[config.mk]
export PLATFORM = sky130hd
export DESIGN_NAME = ex
export DESIGN_NICKNAME = d
export VERILOG_FILES = /design/src/rtl/ex_pkg.sv /design/src/rtl/ex_if.sv /design/src/rtl/ex_div.sv /design/src/rtl/ex.sv
export SDC_FILE = /design/constraint.sdc
export NUM_CORES = 2
export LEC_CHECK = 0
export ABC_AREA = 0
export BUFFER_PORTS_ARGS = -buffer_cell sky130_fd_sc_hd__buf_2
export CAP_MARGIN = 0
export CORE_MARGIN = 2
export CORE_UTILIZATION = 52
export CTS_BUF_LIST = sky130_fd_sc_hd__clkbuf_8
export CTS_CLUSTER_SIZE = 14
export DETAILED_ROUTE_END_ITERATION = 8
export PLACE_DENSITY = 0.67
export SYNTH_ARGS = -nofsm -noshare
export SYNTH_HDL_FRONTEND = slang
export SYNTH_HIERARCHICAL = 1
export SYNTH_SLANG_ARGS = --single-unit
export TNS_END_PERCENT = 30
[constraint.sdc]
create_clock -name clk -period 19.8 [get_ports clk]
set_input_delay 1.98 -clock clk [delete_from_list [all_inputs] [get_ports clk]]
set_output_delay 1.98 -clock clk [all_outputs]
set_load 0.02 [all_outputs]
[src/rtl/ex_pkg.sv]
// Shared execute-stage definitions: bus widths, ALU op codes and result-class codes.
package ex_pkg;

  localparam int unsigned ALU_OP_W = 8;
  localparam int unsigned ALU_SEL_W = 3;
  localparam int unsigned REG_W = 32;
  localparam int unsigned REG_ADDR_W = 5;

  typedef logic [ALU_OP_W-1:0]   aluop_t;
  typedef logic [ALU_SEL_W-1:0]  alusel_t;
  typedef logic [REG_W-1:0]      word_t;
  typedef logic [REG_ADDR_W-1:0] regaddr_t;

  localparam aluop_t EXE_AND_OP    = 8'h24;
  localparam aluop_t EXE_OR_OP     = 8'h25;
  localparam aluop_t EXE_XOR_OP    = 8'h26;
  localparam aluop_t EXE_SLL_OP    = 8'h7C;
  localparam aluop_t EXE_SRL_OP    = 8'h02;
  localparam aluop_t EXE_SRA_OP    = 8'h03;
  localparam aluop_t EXE_ADD_OP    = 8'h20;
  localparam aluop_t EXE_SUB_OP    = 8'h22;
  localparam aluop_t EXE_SLT_OP    = 8'h2A;
  localparam aluop_t EXE_SLTU_OP   = 8'h2B;
  localparam aluop_t EXE_MUL_OP    = 8'h18;
  localparam aluop_t EXE_MULH_OP   = 8'h19;
  localparam aluop_t EXE_MULHSU_OP = 8'h1C;
  localparam aluop_t EXE_MULHU_OP  = 8'h1D;
  localparam aluop_t EXE_DIV_OP    = 8'h1A;
  localparam aluop_t EXE_DIVU_OP   = 8'h1B;
  localparam aluop_t EXE_REM_OP    = 8'h1E;
  localparam aluop_t EXE_REMU_OP   = 8'h1F;

  localparam alusel_t EXE_RES_NOP   = 3'b000;
  localparam alusel_t EXE_RES_LOGIC = 3'b001;
  localparam alusel_t EXE_RES_SHIFT = 3'b010;
  localparam alusel_t EXE_RES_ARITH = 3'b100;
  localparam alusel_t EXE_RES_MUL   = 3'b101;
  localparam alusel_t EXE_RES_DIV   = 3'b110;

  function automatic logic is_div_op(input aluop_t op);
    return (op == EXE_DIV_OP) || (op == EXE_DIVU_OP) ||
           (op == EXE_REM_OP) || (op == EXE_REMU_OP);
  endfunction

endpackage

[src/rtl/ex_if.sv]
// Handshake between the execute stage and its iterative divider.
interface ex_if
  import ex_pkg::*;
  ();
  logic             start;
  logic             sign;
  word_t            opdata1;
  word_t            opdata2;
  logic [2*REG_W-1:0] result;   // {remainder, quotient}
  logic             ready;
  logic             stall;

  modport master (output start, sign, opdata1, opdata2,
                  input  result, ready, stall);
  modport slave  (input  start, sign, opdata1, opdata2,
                  output result, ready, stall);
endinterface

[src/rtl/ex_div.sv]
// Restoring divider, one quotient bit per cycle, on unsigned magnitudes with sign fix-up at the end.
module ex_div
  import ex_pkg::*;
(
  input logic clk,
  input logic rst,
  ex_if.slave div
);

  typedef enum logic [1:0] {IDLE, BUSY, DONE} state_e;

  state_e     state_q, state_d;
  logic [4:0] cnt_q, cnt_d;
  word_t      quo_q, quo_d;
  word_t      rem_q, rem_d;
  word_t      dvs_q, dvs_d;
  logic       negq_q, negq_d;
  logic       negr_q, negr_d;

  logic        a_neg, b_neg, by_zero, overflow;
  word_t       a_mag, b_mag;
  logic [32:0] shifted, trial;

  always_comb begin
    a_neg    = div.sign & div.opdata1[31];
    b_neg    = div.sign & div.opdata2[31];
    a_mag    = a_neg ? -div.opdata1 : div.opdata1;
    b_mag    = b_neg ? -div.opdata2 : div.opdata2;
    by_zero  = (div.opdata2 == '0);
    overflow = div.sign && (div.opdata1 == 32'h8000_0000) && (div.opdata2 == '1);
    shifted  = {rem_q, quo_q[31]};
    trial    = shifted - {1'b0, dvs_q};
  end

  always_comb begin
    state_d   = state_q;
    cnt_d     = cnt_q;
    quo_d     = quo_q;
    rem_d     = rem_q;
    dvs_d     = dvs_q;
    negq_d    = negq_q;
    negr_d    = negr_q;
    div.stall = 1'b0;
    div.ready = 1'b0;
    unique case (state_q)
      IDLE: begin
        if (div.start) begin
          div.stall = 1'b1;
          cnt_d     = '0;
          // Special cases store the final result directly and skip sign correction
          if (by_zero) begin
            quo_d   = '1;
            rem_d   = div.opdata1;
            negq_d  = 1'b0;
            negr_d  = 1'b0;
            state_d = DONE;
          end else if (overflow) begin
            quo_d   = 32'h8000_0000;
            rem_d   = '0;
            negq_d  = 1'b0;
            negr_d  = 1'b0;
            state_d = DONE;
          end else begin
            quo_d   = a_mag;
            rem_d   = '0;
            dvs_d   = b_mag;
            negq_d  = a_neg ^ b_neg;
            negr_d  = a_neg;
            state_d = BUSY;
          end
        end
      end
      BUSY: begin
        div.stall = 1'b1;
        if (!trial[32]) begin
          rem_d = trial[31:0];
          quo_d = {quo_q[30:0], 1'b1};
        end else begin
          rem_d = shifted[31:0];
          quo_d = {quo_q[30:0], 1'b0};
        end
        cnt_d = cnt_q + 5'd1;
        if (cnt_q == '1) state_d = DONE;
      end
      DONE: begin
        div.ready = 1'b1;
        state_d   = IDLE;
      end
      default: state_d = IDLE;
    endcase
  end

  always_comb begin
    div.result = {(negr_q ? -rem_q : rem_q), (negq_q ? -quo_q : quo_q)};
  end

  always_ff @(posedge clk) begin
    if (rst) begin
      state_q <= IDLE;
      cnt_q   <= '0;
      quo_q   <= '0;
      rem_q   <= '0;
      dvs_q   <= '0;
      negq_q  <= 1'b0;
      negr_q  <= 1'b0;
    end else begin
      state_q <= state_d;
      cnt_q   <= cnt_d;
      quo_q   <= quo_d;
      rem_q   <= rem_d;
      dvs_q   <= dvs_d;
      negq_q  <= negq_d;
      negr_q  <= negr_d;
    end
  end

endmodule

[src/rtl/ex.sv]
// Execute stage: single-cycle logic/shift/arith/mul results, multi-cycle divide with pipeline stall.
module ex
  import ex_pkg::*;
(
  input  logic     clk,
  input  logic     rst,
  input  aluop_t   aluop,
  input  alusel_t  alusel,
  input  word_t    opv1,
  input  word_t    opv2,
  input  regaddr_t we,
  input  logic     wreg,
  output regaddr_t wd_o,
  output logic     wreg_o,
  output word_t    wdata_o,
  output logic     stall_req
);

  ex_if div_bus ();

  ex_div u_div (
    .clk (clk),
    .rst (rst),
    .div (div_bus)
  );

  assign div_bus.start   = (alusel == EXE_RES_DIV) && is_div_op(aluop);
  assign div_bus.sign    = (aluop == EXE_DIV_OP) || (aluop == EXE_REM_OP);
  assign div_bus.opdata1 = opv1;
  assign div_bus.opdata2 = opv2;

  word_t       logic_res, shift_res, arith_res, mul_res, div_res, res;
  logic [4:0]  shamt;
  logic        mul_a_sx, mul_b_sx;
  logic [63:0] mul_a, mul_b, mul_p;

  always_comb begin
    shamt = opv2[4:0];

    logic_res = '0;
    case (aluop)
      EXE_AND_OP: logic_res = opv1 & opv2;
      EXE_OR_OP:  logic_res = opv1 | opv2;
      EXE_XOR_OP: logic_res = opv1 ^ opv2;
      default:    logic_res = '0;
    endcase

    shift_res = '0;
    case (aluop)
      EXE_SLL_OP: shift_res = opv1 << shamt;
      EXE_SRL_OP: shift_res = opv1 >> shamt;
      EXE_SRA_OP: shift_res = $unsigned($signed(opv1) >>> shamt);
      default:    shift_res = '0;
    endcase

    arith_res = '0;
    case (aluop)
      EXE_ADD_OP:  arith_res = opv1 + opv2;
      EXE_SUB_OP:  arith_res = opv1 - opv2;
      EXE_SLT_OP:  arith_res = {31'b0, $signed(opv1) < $signed(opv2)};
      EXE_SLTU_OP: arith_res = {31'b0, opv1 < opv2};
      default:     arith_res = '0;
    endcase

    // Sign-extending to 64 bits makes one unsigned multiply serve all signedness mixes
    mul_a_sx = (aluop == EXE_MULH_OP) || (aluop == EXE_MULHSU_OP);
    mul_b_sx = (aluop == EXE_MULH_OP);
    mul_a    = {{32{mul_a_sx & opv1[31]}}, opv1};
    mul_b    = {{32{mul_b_sx & opv2[31]}}, opv2};
    mul_p    = mul_a * mul_b;
    mul_res  = '0;
    case (aluop)
      EXE_MUL_OP:                              mul_res = mul_p[31:0];
      EXE_MULH_OP, EXE_MULHSU_OP, EXE_MULHU_OP: mul_res = mul_p[63:32];
      default:                                 mul_res = '0;
    endcase

    div_res = '0;
    if (div_bus.ready) begin
      if ((aluop == EXE_REM_OP) || (aluop == EXE_REMU_OP)) div_res = div_bus.result[63:32];
      else                                                 div_res = div_bus.result[31:0];
    end

    res = '0;
    case (alusel)
      EXE_RES_LOGIC: res = logic_res;
      EXE_RES_SHIFT: res = shift_res;
      EXE_RES_ARITH: res = arith_res;
      EXE_RES_MUL:   res = mul_res;
      EXE_RES_DIV:   res = div_res;
      default:       res = '0;
    endcase
  end

  assign wd_o      = rst ? '0   : we;
  assign wreg_o    = rst ? 1'b0 : wreg;
  assign wdata_o   = rst ? '0   : res;
  assign stall_req = rst ? 1'b0 : div_bus.stall;

endmodule

[Word-level counts from Yosys, hierarchy flattened]
Index checks and enable logic that the tools add are counted.
W data, S select, Z words.
Storage, ports and cells
  register bits: 105
  logic and storage cells: 116
  input port bits: 83
  output and inout port bits: 39
Cells by class
  add/subtract/negate cells: 8
  $lt $le $gt $ge: 2
  shift operators: 3
  equal/unequal tests: 30
  $mul: 1
  reductions and logical operators: 17
  multiplexer cells: 38
  bitwise gates (word level): 10
Operators by type and width (count)
  $mux W32: 13
  $pmux W32 S2: 3
  $pmux W32 S3: 2
  $pmux W32 S5: 1
  $neg A32 Y32: 4
  $pmux W32 S4: 1
  $eq A32 B32 Y1 const B: 2
  $eq A8 B5 Y1 const B: 8
  $lt A32 B32 Y1: 2
  $mul A33 B33 Y64: 1
  $eq A8 B6 Y1 const B: 7
  $sub A33 B32 Y33: 1
  $add A32 B32 Y32: 1
  $and A32 B32 Y32: 1
  $logic_not A32 Y1: 1
  $or A32 B32 Y32: 1
  $shl A32 B5 Y32: 1
  $shr A32 B5 Y32: 1
  $sshr A32 B5 Y32: 1
  $sub A32 B32 Y32: 1
  $xor A32 B32 Y32: 1
  $eq A8 B2 Y1 const B: 2
  $mux W5: 2
  $pmux W5 S2: 1
  other kinds (24): 50

[Logic depth before layout (Yosys ltp)]
  word-level depth: 8
  depth in mapped cells: 35
  mapped depth without buffers: 32

[By module]
The synthesis kept the hierarchy.
Modules (own cells, without submodules)
  ex: sequential area each 0.0 um^2, cells an instance 5700, times used 1, area each 46754.8 um^2
  ex_div: sequential area each 2102.0 um^2, cells an instance 1208, times used 1, area each 9100.0 um^2

[Least setup slack after synthesis]
No wires, ideal clock.
  kind: input -> output
  start point: in opv2[2]
  end point: out wdata_o[31]
  data arrival time: 11091 ps
  stages on the path: 31
  buffers on the path: 6
  data required time: 17820 ps
  slack: 6729 ps
  path through: clkbuf_1 > clkinv_1 > buf_2 > buf_1 > clkbuf_1 > buf_1 > nor3_1 > fa_1 > inv_1 > fa_1 > inv_1 > fa_1 > inv_1 > fa_1 > inv_1 > fa_1 > fa_1 > fa_1 > inv_1 > fa_1 > inv_1 > ha_1 > clkbuf_1 > nand4_1 > or2_2 > a211oi_1 > o41ai_2 > o31ai_1 > o21ai_0 > or4_1 > o211ai_1
Between the ends
  longest elaborated chain between the ends: 4
  elaborated cells on any way between the ends: 11
  classes of those cells: add/sub: 2; mul: 1; shift: 3; mux: 5
RTL lines
  from (decl): line ex.sv:10  | input word_t opv2,
  $mul A33 B33 Y64, or another cell as far along: line ex.sv:70  | mul_p = mul_a * mul_b;
  $pmux W32 S2, or another cell as far along: line ex.sv:72  | case (aluop)
  $pmux W32 S5 *: line ex.sv:85  | case (alusel)
  $mux W32 *: line ex.sv:97  | assign wdata_o = rst ? '0 : res;
  to (decl): line ex.sv:15  | output word_t wdata_o,
Every way passes the cells marked *; elsewhere a longest branch is shown, timed or not.

[Worst setup path in the final report]
  start point: in aluop[7]
  end point: out wdata_o[31]
Between the ends
  longest elaborated chain between the ends: 7
  elaborated cells on any way between the ends: 30
  classes of those cells: mul: 1; eq/ne: 16; mux: 8; bitwise: 2; reduce/logical: 3
RTL lines
  from (decl): line ex.sv:7  | input aluop_t aluop,
  $eq A8 B5 Y1, on equally long branches: line ex.sv:66, ex.sv:67, ex.sv:72
  $logic_or A1 B1 Y1: line ex.sv:66  | mul_a_sx = (aluop == EXE_MULH_OP) || (aluop == EXE_MULHSU_OP);
  $and A1 B1 Y1: line ex.sv:68  | mul_a = {{32{mul_a_sx & opv1[31]}}, opv1};
  $mul A33 B33 Y64: line ex.sv:70
  $pmux W32 S2: line ex.sv:72
  $pmux W32 S5 *: line ex.sv:85
  $mux W32 *: line ex.sv:97
Marks and branches as above.

==> summary.txt <==
Flow run
  • Max cap viols: 1

Critical path
  • Max FO, Critical Path: 11
  • Largest delay share family, worst path: adder cells
  • Data required, critical path: around 18 ns
  • Startpoint Class: primary input
  • Crit Path Class: in -> out
  • Setup slack, reg-to-reg: ~15 ns
  • CP peak stage delay: 0.81 ns
  • WP buf/inv: 10
  • Critical-path top delay cell: fa_1
  • Worst Setup End Kind: primary output
  • Most used cell, CP: fa_1
  • Worst EP arrival: roughly 12 ns

Floorplan
  • Ports: 122
  • Die extent in x: approximately 330 um
  • Die Area: between 0.1 and 0.15 mm^2
  • Die height: 332 um
  • Row count: 120
  • Initial core utilization: 0.523
  • Core ar.: around 0.11 mm^2

Clock tree
  • Htree depth: 3
  • Clock Tree Root: clkbuf_8
  • CTS Hold Bufs: 0
  • Post-CTS Resized: 0
  • CTS Buf Count: 9
  • Post-CTS Setup Inserts: 0
  • Clk pin slew, worst setup/hold paths: 0.12 ns
  • CTS tree: yes
  • Clk buf depth: 2
  • Clk sinks: around 110
  • Insertion delay to the later sink of the worst-skew pair: about 0.4 ns

Global route
  • Antenna violations before repair: 17
  • Gr usage total: 0.419
  • First-pass GRT wire length: roughly 340 mm
  • Grt ovf: 0
  • Vias in the first global route: about 52000
  • Largest net degree at the start of global routing: 77

Worst hold path
  • HP Class: reg -> reg

Synth
  • Syn Area/Cell: between 8 and 9 um^2
  • Ys async rst share: 0
  • Register area share after synthesis: 0.0376
  • Synth Instances: slightly below 7000
  • Post-synth EDFFs: 0
  • Number of synthesized register bits: 105
  • Ys flop type: dfxtp_1
  • Mapped cell area: ~0.056 mm^2
  • Synthesized Nets: 8467
  • Post-synth cell types: 94
  • Warnings from Yosys: 6

Placed design
  • Setup WS pre-CTS: ~5.6 ns
  • I/O Buffers: 121
  • GPL Wtd Cong: about 1.1
  • DP HPWL: about 180 mm
  • Dpl cell area: about 0.058 mm^2

Route
  • Final ANT Viol Nets: 0
  • Pre-antenna DRT Iters: 9
  • Iteration-0 DRC Markers: ~6300
  • Vias per std cell: roughly 6.3
  • WL final: between 200 and 250 mm
  • DR vias: approximately 51000
  • DR WL/cell: 28.3 um
  • # DRC: 1

Layout
  • Finished Core Util: 0.541
  • Post-route design area: 0.0578 mm^2
  • Layout cells sized above 1: 0.0579
  • Final net count: 8295
  • Area growth syn-to-layout: 3.40%

Timing
  • Final Skew: 0.0170 ns
  • Setup TNS: 0 ns
  • Final Cycle Share: 0.726
  • Maximum clock frequency: approximately 70 MHz
  • Post-layout worst setup margin: between 5 and 6 ns
  • Final setup viols: 0
  • Slew at the pin closest to its max-slew limit: 1.56 ns
  • Final worst path period need: 14.38 ns
  • RSZ-0062 raised after global routing: false
  • Final hold viol count: 0
  • Slew headroom: -0.0460
  • Max-slew violations: 2

Status
  • Failing checks: design-rule violations, max-capacitance violations, max-slew violations
  • Status: complete, but fails checks
[tightest hold or removal path: cells and delay by family (launching register included)]
kind,cells,cell delay (ns)
AO/OA/AOI/OAI,1,0.05
flip-flops,1,0.33
AND/OR/NAND/NOR,1,0.06
[final cells by class]
cell class | instances | area, um^2
inverter | 1360 | 5100
multi-input combinational | 5012 | 47000
clock buffer | 11 | 151
fill | 10261 | 49000
timing repair buffer | 248 | 1570
tap | 1403 | 1760
antenna | 9 | 22.5
sequential | 105 | 2100
clock inverter | 5 | 45.0
[synth_stat cells, types with 31 or more instances]
library cell | instances | area [um^2]
inv_1 | 1331 | 5000
fa_1 | 1128 | 22600
nand2_1 | 942 | 3540
nor2_1 | 671 | 2520
ha_1 | 348 | 4350
clkbuf_1 | 309 | 1160
a21oi_1 | 287 | 1440
o21ai_0 | 201 | 1010
xnor2_1 | 158 | 1380
dfxtp_1 | 105 | 2100
nor3_1 | 104 | 521
buf_1 | 87 | 327
mux2i_1 | 86 | 861
a211oi_1 | 81 | 608
xor2_1 | 64 | 561
a221oi_1 | 57 | 499
a31oi_1 | 56 | 350
nand3_1 | 56 | 280
a21o_1 | 55 | 413
o22ai_1 | 51 | 319
nand2b_1 | 42 | 263
nand4_1 | 42 | 263
o31ai_1 | 36 | 270
nor4_1 | 32 | 200
mux4_2 | 31 | 698
[metrics by stage]
step                      hold WS, ns  instances
final                           0.484       8153
after global routing            0.511       8144
after CTS                       0.483       8144
after detailed placement        0.466       8128
after global placement          0.456       8128
after floorplan                 0.445       6908
[worst paths after layout]
kind,cells past startpoint,startpoint,endpoint
setup / recovery,32,aluop[7],wdata_o[31]
hold / removal,2,u_div/dvs_q[31],u_div/dvs_q[31]
setup reg to reg,14,u_div/quo_q[31],u_div/rem_q[7]
hold reg to reg,2,u_div/dvs_q[31],u_div/dvs_q[31]
[registers in the layout, summed over array words and instances, names as in the netlist]
name,count
u_div/cnt_q,5
u_div/dvs_q,32
u_div/negq_q,1
u_div/negr_q,1
u_div/quo_q,32
u_div/rem_q,32
u_div/state_q,2
[layer usage]
metal,track usage,part of all wire,vias up
met2,0.615,0.42,3464
met5,0,0.00044,-
met4,0.294,0.088,12
li1,-,-,21467
met3,0.124,0.13,876
met1,0.532,0.36,25637
[cells in the final DEF (no fill, tap or decap), types with 57 or more instances in the layout]
cell	netlist	routed
dfxtp_1	105	105
a221oi_1	57	57
mux2i_1	86	86
nor2_1	671	668
a21oi_1	287	287
buf_4	4	130
ha_1	348	348
nor3_1	104	99
inv_1	1331	1331
fa_1	1128	1128
a211oi_1	81	81
xnor2_1	158	158
xor2_1	64	64
nand2_1	942	942
buf_2	26	118
o21ai_0	201	200
[cells by family (layout without fill, tap and decap cells)]
| logic type | after synthesis | after routing | share of synthesized area |
|---|---|---|---|
| buffers and inverters | 1791 | 1624 | 0.122 |
| AO/OA/AOI/OAI | 1120 | 1120 | 0.134 |
| XOR/XNOR | 223 | 223 | 0.0353 |
| adder cells (fa/ha/maj) | 1476 | 1476 | 0.482 |
| flip-flops | 105 | 105 | 0.0376 |
| multiplexers | 141 | 141 | 0.0328 |
| AND/OR/NAND/NOR | 2052 | 2052 | 0.157 |
| other | 0 | 9 | 0 |
Power is left out: the tool's default activity adds up to more than one toggle a clock period on the data nets, which glitch-free logic cannot reach.
